==> src/rtl/rsr_shift_sequencer_if.sv <==
// Issue/writeback bundle between the ALU issue logic and rsr_shift_sequencer.
// The master drives requests and the slave (the sequencer) returns status, result and flags.
interface rsr_shift_sequencer_if #(
  parameter int DATA_W  = 32,
  parameter int SHAMT_W = 5
);

  logic               start;
  logic [DATA_W-1:0]  op_a;
  logic [SHAMT_W-1:0] shamt;
  logic [1:0]         mode;
  logic               s_in;
  logic               ready;
  logic               busy;
  logic               done;
  logic [DATA_W-1:0]  result;
  logic [3:0]         flags;

  modport master (
    output start, op_a, shamt, mode, s_in,
    input  ready, busy, done, result, flags
  );

  modport slave (
    input  start, op_a, shamt, mode, s_in,
    output ready, busy, done, result, flags
  );

endinterface

==> src/rtl/rsr_shift_sequencer.sv <==
// Multi-cycle right shift/rotate sequencer: splits a 0-31 bit amount into steps of at most
// STEP_MAX bits and owns the NZCV flags. Optional arithmetic shift is enabled by RSR_ARITH_EN.
module rsr_shift_sequencer #(
  parameter int DATA_W  = 32,
  parameter int STEP_W  = 4,
  parameter int SHAMT_W = 5
) (
  input  logic                 clk,
  input  logic                 rst,
  rsr_shift_sequencer_if.slave ctrl_io
);

  localparam int                 STEP_MAX     = 2 ** (STEP_W - 1) - 1;
  localparam logic [SHAMT_W-1:0] STEP_MAX_AMT = SHAMT_W'(STEP_MAX);

  typedef enum logic [1:0] {
    IDLE,
    STEP,
    DONE
  } state_e;

  state_e             state_q, state_d;
  logic [DATA_W-1:0]  work_q, work_d;
  logic [SHAMT_W-1:0] remaining_q, remaining_d;
  logic [1:0]         mode_q, mode_d;
  logic               sIn_q, sIn_d;
  logic               carry_q, carry_d;
  logic [DATA_W-1:0]  result_q, result_d;
  logic [3:0]         flags_q, flags_d;

  logic [SHAMT_W-1:0] stepAmt;
  logic [DATA_W-1:0]  lsrVal;
  logic [DATA_W-1:0]  rorVal;
  logic [DATA_W-1:0]  stepVal;
  logic               shiftCarry;
  logic               stepCarry;
  logic               isRor;
  logic               isAsr;
  logic               doneEntry;

`ifdef RSR_ARITH_EN
  logic sign_q, sign_d;
  assign isAsr = (mode_q == 2'b10);
`else
  logic unusedModeHi;
  assign unusedModeHi = mode_q[1];
  assign isAsr        = 1'b0;
`endif

  assign isRor = mode_q[0];

  always_ff @(posedge clk) begin
    if (rst) begin
      state_q <= IDLE;
    end else begin
      state_q <= state_d;
    end
  end

  always_comb begin
    state_d = state_q;
    unique case (state_q)
      IDLE: begin
        if (ctrl_io.start) begin
          state_d = (ctrl_io.shamt != '0) ? STEP : DONE;
        end
      end
      STEP: begin
        state_d = (remaining_d != '0) ? STEP : DONE;
      end
      DONE: begin
        state_d = IDLE;
      end
      default: begin
        state_d = IDLE;
      end
    endcase
  end

  always_comb begin
    ctrl_io.ready  = (state_q == IDLE);
    ctrl_io.busy   = (state_q == STEP) || (state_q == DONE);
    ctrl_io.done   = (state_q == DONE);
    ctrl_io.result = result_q;
    ctrl_io.flags  = flags_q;
  end

  // One step of the datapath; stepAmt is never zero while in STEP.
  always_comb begin
    stepAmt    = (remaining_q > STEP_MAX_AMT) ? STEP_MAX_AMT : remaining_q;
    lsrVal     = work_q >> stepAmt;
    rorVal     = lsrVal | (work_q << (DATA_W - int'(stepAmt)));
    shiftCarry = work_q[stepAmt - SHAMT_W'(1)];
    stepVal    = lsrVal;
    stepCarry  = shiftCarry;
    if (isRor) begin
      stepVal   = rorVal;
      stepCarry = rorVal[DATA_W-1];
    end else if (isAsr) begin
`ifdef RSR_ARITH_EN
      stepVal = lsrVal | (~({DATA_W{1'b1}} >> stepAmt) & {DATA_W{sign_q}});
`endif
    end
  end

  always_comb begin
    work_d      = work_q;
    remaining_d = remaining_q;
    mode_d      = mode_q;
    sIn_d       = sIn_q;
    carry_d     = carry_q;
`ifdef RSR_ARITH_EN
    sign_d      = sign_q;
`endif
    unique case (state_q)
      IDLE: begin
        if (ctrl_io.start) begin
          work_d      = ctrl_io.op_a;
          remaining_d = ctrl_io.shamt;
          mode_d      = ctrl_io.mode;
          sIn_d       = ctrl_io.s_in;
          // A zero-length operation must leave C untouched, so seed it with the current flag.
          carry_d     = flags_q[1];
`ifdef RSR_ARITH_EN
          sign_d      = ctrl_io.op_a[DATA_W-1];
`endif
        end
      end
      STEP: begin
        work_d      = stepVal;
        remaining_d = remaining_q - stepAmt;
        carry_d     = stepCarry;
      end
      default: begin
      end
    endcase
  end

  // Result and flags load on the edge into DONE so both are valid during the done pulse.
  always_comb begin
    doneEntry = (state_d == DONE) && (state_q != DONE);
    result_d  = result_q;
    flags_d   = flags_q;
    if (doneEntry) begin
      result_d = work_d;
      if (sIn_d) begin
        flags_d = {work_d[DATA_W-1], (work_d == '0), carry_d, flags_q[0]};
      end
    end
  end

  always_ff @(posedge clk) begin
    if (rst) begin
      work_q      <= '0;
      remaining_q <= '0;
      mode_q      <= '0;
      sIn_q       <= 1'b0;
      carry_q     <= 1'b0;
      result_q    <= '0;
      flags_q     <= 4'b0000;
`ifdef RSR_ARITH_EN
      sign_q      <= 1'b0;
`endif
    end else begin
      work_q      <= work_d;
      remaining_q <= remaining_d;
      mode_q      <= mode_d;
      sIn_q       <= sIn_d;
      carry_q     <= carry_d;
      result_q    <= result_d;
      flags_q     <= flags_d;
`ifdef RSR_ARITH_EN
      sign_q      <= sign_d;
`endif
    end
  end

endmodule

==> src/flat_wrapper.sv <==
// flat-port wrapper written by rule: the top's interface ports become plain ports
module rsr_shift_sequencer_flat 
#(
  parameter int DATA_W  = 32,
  parameter int STEP_W  = 4,
  parameter int SHAMT_W = 5
)
  (clk, rst, ctrl_io_start, ctrl_io_op_a, ctrl_io_shamt, ctrl_io_mode, ctrl_io_s_in, ctrl_io_ready, ctrl_io_busy, ctrl_io_done, ctrl_io_result, ctrl_io_flags);
  rsr_shift_sequencer_if #(.DATA_W(DATA_W), .SHAMT_W(SHAMT_W)) ctrl_io_i ();
  input  logic clk;
  input  logic rst;
  input wire logic [$bits(ctrl_io_i.start)-1:0] ctrl_io_start;
  input wire logic [$bits(ctrl_io_i.op_a)-1:0] ctrl_io_op_a;
  input wire logic [$bits(ctrl_io_i.shamt)-1:0] ctrl_io_shamt;
  input wire logic [$bits(ctrl_io_i.mode)-1:0] ctrl_io_mode;
  input wire logic [$bits(ctrl_io_i.s_in)-1:0] ctrl_io_s_in;
  output wire logic [$bits(ctrl_io_i.ready)-1:0] ctrl_io_ready;
  output wire logic [$bits(ctrl_io_i.busy)-1:0] ctrl_io_busy;
  output wire logic [$bits(ctrl_io_i.done)-1:0] ctrl_io_done;
  output wire logic [$bits(ctrl_io_i.result)-1:0] ctrl_io_result;
  output wire logic [$bits(ctrl_io_i.flags)-1:0] ctrl_io_flags;
  assign ctrl_io_i.start = ctrl_io_start;
  assign ctrl_io_i.op_a = ctrl_io_op_a;
  assign ctrl_io_i.shamt = ctrl_io_shamt;
  assign ctrl_io_i.mode = ctrl_io_mode;
  assign ctrl_io_i.s_in = ctrl_io_s_in;
  assign ctrl_io_ready = ctrl_io_i.ready;
  assign ctrl_io_busy = ctrl_io_i.busy;
  assign ctrl_io_done = ctrl_io_i.done;
  assign ctrl_io_result = ctrl_io_i.result;
  assign ctrl_io_flags = ctrl_io_i.flags;
  rsr_shift_sequencer #(.DATA_W(DATA_W), .STEP_W(STEP_W), .SHAMT_W(SHAMT_W)) u_core (.clk(clk), .rst(rst), .ctrl_io(ctrl_io_i));
endmodule
==> config.mk <==
export PLATFORM = sky130hd
export DESIGN_NAME = rsr_shift_sequencer_flat
export DESIGN_NICKNAME = d
export VERILOG_FILES = /design/src/rtl/rsr_shift_sequencer_if.sv /design/src/rtl/rsr_shift_sequencer.sv /design/src/flat_wrapper.sv
export SDC_FILE = /design/constraint.sdc
export NUM_CORES = 1
export LEC_CHECK = 0
export ABC_AREA = 1
export BUFFER_PORTS_ARGS = -buffer_cell sky130_fd_sc_hd__buf_2
export CAP_MARGIN = 25
export CORE_ASPECT_RATIO = 1.1
export CORE_UTILIZATION = 60
export CTS_BUF_LIST = sky130_fd_sc_hd__clkbuf_8
export CTS_CLUSTER_DIAMETER = 40
export CTS_CLUSTER_SIZE = 24
export DETAILED_ROUTE_END_ITERATION = 6
export GPL_ROUTABILITY_DRIVEN = 0
export GPL_TIMING_DRIVEN = 0
export PLACE_DENSITY = 0.83
export SYNTH_ARGS = -nofsm -noshare
export SYNTH_HDL_FRONTEND = slang
export SYNTH_SLANG_ARGS = --single-unit
==> constraint.sdc <==
create_clock -name clk -period 5.08 [get_ports clk]
set_input_delay 1.016 -clock clk [delete_from_list [all_inputs] [get_ports clk]]
set_output_delay 1.016 -clock clk [all_outputs]
set_load 0.02 [all_outputs]
==> impl_metrics.toml <==
[outcome]
status = "finished, violations left"
violations = "design-rule violations"

[cts]
cts.clk_slew.worst_paths_ns = 0.08
ctsHoldBuffers = 0
root_buffer = "clkbuf_8"
ctsHtreeMaxLevel = 3
cts-resized-gates = 0
cts_tree = "built"
cts_setup_buffers = 0
ctsLongestPathBuffers = 2
numClockSinks = 77
cts_made_buffers = 9
clk-insertion-delay-late_ns = 0.36

[final_layout]
finalNetCount = 1104
area_growth_syn_to_layout_pct = 12.39
nFillCells = 850
antennaDiodeCount = 0
final_common_cell = "nand2_1"
final_cell_mix = "nand2_1 (286), nand3_1 (189), buf_2 (94), inv_1 (79), dfxtp_1 (77)"
layout-drive-gt1-share_pct = 15.08
fin_cells = 1175

[worst_setup_path]
path_cells = "inv_2 -> nand2_2 -> nor2_4 -> buf_2 -> ha_1 -> buf_2 -> clkinv_1 -> clkbuf_1 -> nand3_1 -> nand2_1 -> o21ai_0 -> nand2_1 -> nand2_1 -> nand2_1 -> nor2_1 -> nand2_1 -> nor2_1 -> nand3_1 -> nor2_1 -> nand2_1 -> a21oi_2"
path_max_fanout = 10
critPathSlowestCell = "o21ai_0"
endpoint_kind = "flip-flop"
required_ns = 5.37
rrSetupSlack_ns = 1.23
cp-start-kind = "flip-flop"
crit_type = "reg2reg"
critPathBufInv = 5
critPathMaxStageDelay_ns = 0.43
cp_top_family = "simple AND/OR/NAND/NOR gates"
arrival_ns = 4.14
crit_top_cell = "nand2_1"

[sta]
hold_viol = 0
setup_viol = 0
finalWorstSetupSlack_ns = 1.227
fin_crit_sh_pct = 75.85
worstMarginPinSlew_ns = 0.6767
slew_viol_final = 0
layout_min_cycle_time_ns = 3.853
rsz0062_at_grt = "no"
fin_setup_tns_ns = 0
fin_skew_ns = 0.007005
max_slew_margin_pct = 54.88
max_freq_ghz = 0.2595

[detailed_routing]
drc = 1
vias = 7144
avgRoutedWirePerCell_microns = 17.63
avgViaCountPerCell = 6.080
wl_mm = 20.72
dr.first_iter.drc_count = 953
first_pass_iters = 7
drtAntennaViolNets = 0

[yosys]
synth.top_cell.area_share_pct = 27.20
synth_cells = 967
ys_top_cells_by_area = "dfxtp_1 (27%), nand2_1 (19%), nand3_1 (17%)"
synth_top_cell_by_area = "dfxtp_1"
netlist_area_sq_mm = 0.005667
postSynthAreaPerCell_sq_um = 5.860
ys_seq_area_share_pct = 27.20
synth-seq-cells = 77
synth_cell_types = 36
synthesis.nets = 1015
yosysWarningCount = 0

[pwr]
powerDensity_mw_per_mm2 = 681.4
combPwrFrac_pct = 72.8
power.total_uw = 4339
seq_power_share_pct = 17.8
power_switching_share_pct = 58.55
p_switching_uw = 2541
clkPwrFrac_pct = 9.4
ir_drop_uv = 344.2
p_int_uw = 1799
leakagePower_uw = 0.003246

[flow_run]
cap_viol_max_count = 0

[global_routing]
grt_antenna_before_repair = 0
grt_pass1_vias = 6296
grt_remaining_overflow = 0
grtUsageTotal_pct = 42.70
grt_max_degree = 14
grt_pass1_wl_mm = 31.99

[placement]
place_inst = 1159
portBuffers = 78
post-place-ws_ns = 1.565
dp_hpwl_mm = 15.77

[worst_hold_path]
hold_path_class = "reg2reg"

[floorplanning]
dieArea_sq_mm = 0.009838
rows = 36
core_area_sq_mm = 0.009009
initial_core_util_pct = 62.90
io_pins = 82
fp.dieW_microns = 94.66
die_h_microns = 103.9
## Yosys cell counts, drive strengths merged
master / n
nand2: 295
nand3: 191
inv: 88
o21ai: 85
dfxtp: 77
nor2: 74
a21oi: 58
buf: 34
clkbuf: 22
nand4: 13
o211ai: 7
a31oi: 5
ha: 5
nor3: 4
clkinv: 2
a211oi: 1
a21boi: 1
a22oi: 1
a31o: 1
conb: 1
nor3b: 1
or2: 1
## layer usage
metal	GRT usage [%]	wire length, microns
met1	57.93	8021
met5	0	0
met3	11.70	2790
met2	60.64	8631
met4	23.16	1273
## logic make-up (layout without fill, tap and decap cells)
logic type / count (synthesis) / count (layout) / synth area share (%)
AOI/OAI and AO/OA: 159 / 159 / 15.13
and+or+nand+nor: 579 / 579 / 44.93
DFF: 77 / 77 / 27.20
buffers and inverters: 146 / 240 / 11.57
other: 1 / 1 / 0.06618
adders and majority gates: 5 / 5 / 1.104
## final cells by class
class	count	area, sq um	area share, %
Tap cell	114	142.6	2.240
Multi-Input combinational cell	744	3470	54.48
Timing Repair Buffer	78	390.4	6.130
Sequential cell	77	1541	24.20
Buffer	56	316.6	4.971
Inverter	90	339.1	5.324
Clock inverter	7	45.04	0.7073
Clock buffer	9	123.9	1.945
## state kept, by name, indices dropped and copies added, names as in the netlist
register and cells:
u_core.carry_q 1, u_core.ctrl_io.flags 3, u_core.ctrl_io.result 32, u_core.mode_q 1
u_core.remaining_q 5, u_core.sIn_q 1, u_core.state_q 2, u_core.work_q 32
## power by group through the flow
stage	clock network, uW	registers [uW]	logic (uW)
6_report	407	774	3160
5_1_grt	434	785	3400
4_1_cts	402	772	2980
3_5_place_dp	0	785	2970
3_3_place_gp	0	782	2950
2_1_floorplan	0	802	2150
## final timing paths
| path | depth (start not counted) | start | to |
|---|---|---|---|
| worst max register to register | 21 | u_core.remaining_q[3] | u_core.ctrl_io.flags[2] |
| worst min register to register | 2 | u_core.ctrl_io.flags[2] | u_core.ctrl_io.flags[2] |
| worst min-delay path | 2 | u_core.ctrl_io.flags[2] | u_core.ctrl_io.flags[2] |
| worst max-delay path | 21 | u_core.remaining_q[3] | u_core.ctrl_io.flags[2] |
## worst reg2reg max path, cell delays in order, from the launching register on
cell and delay, ns:
dfxtp_1 0.36, inv_2 0.11, nand2_2 0.09, nor2_4 0.26
buf_2 0.32, ha_1 0.17, buf_2 0.17, clkinv_1 0.23
clkbuf_1 0.36, nand3_1 0.18, nand2_1 0.06, o21ai_0 0.43
nand2_1 0.14, nand2_1 0.11, nand2_1 0.09, nor2_1 0.10
nand2_1 0.05, nor2_1 0.09, nand3_1 0.10, nor2_1 0.14
nand2_1 0.09, a21oi_2 0.14
## per-stage QoR
step / hold WS [ns] / area (sq um) / utilization [%]
CTS: 0.5107 / 6369 / 70.69
detailed placement: 0.4963 / 6200 / 68.82
global route: 0.5300 / 6369 / 70.69
finish: 0.5112 / 6369 / 70.69
global placement: 0.4780 / 6200 / 68.82
floorplan: 0.5205 / 5667 / -
Power figures use the tool's default switching activity.
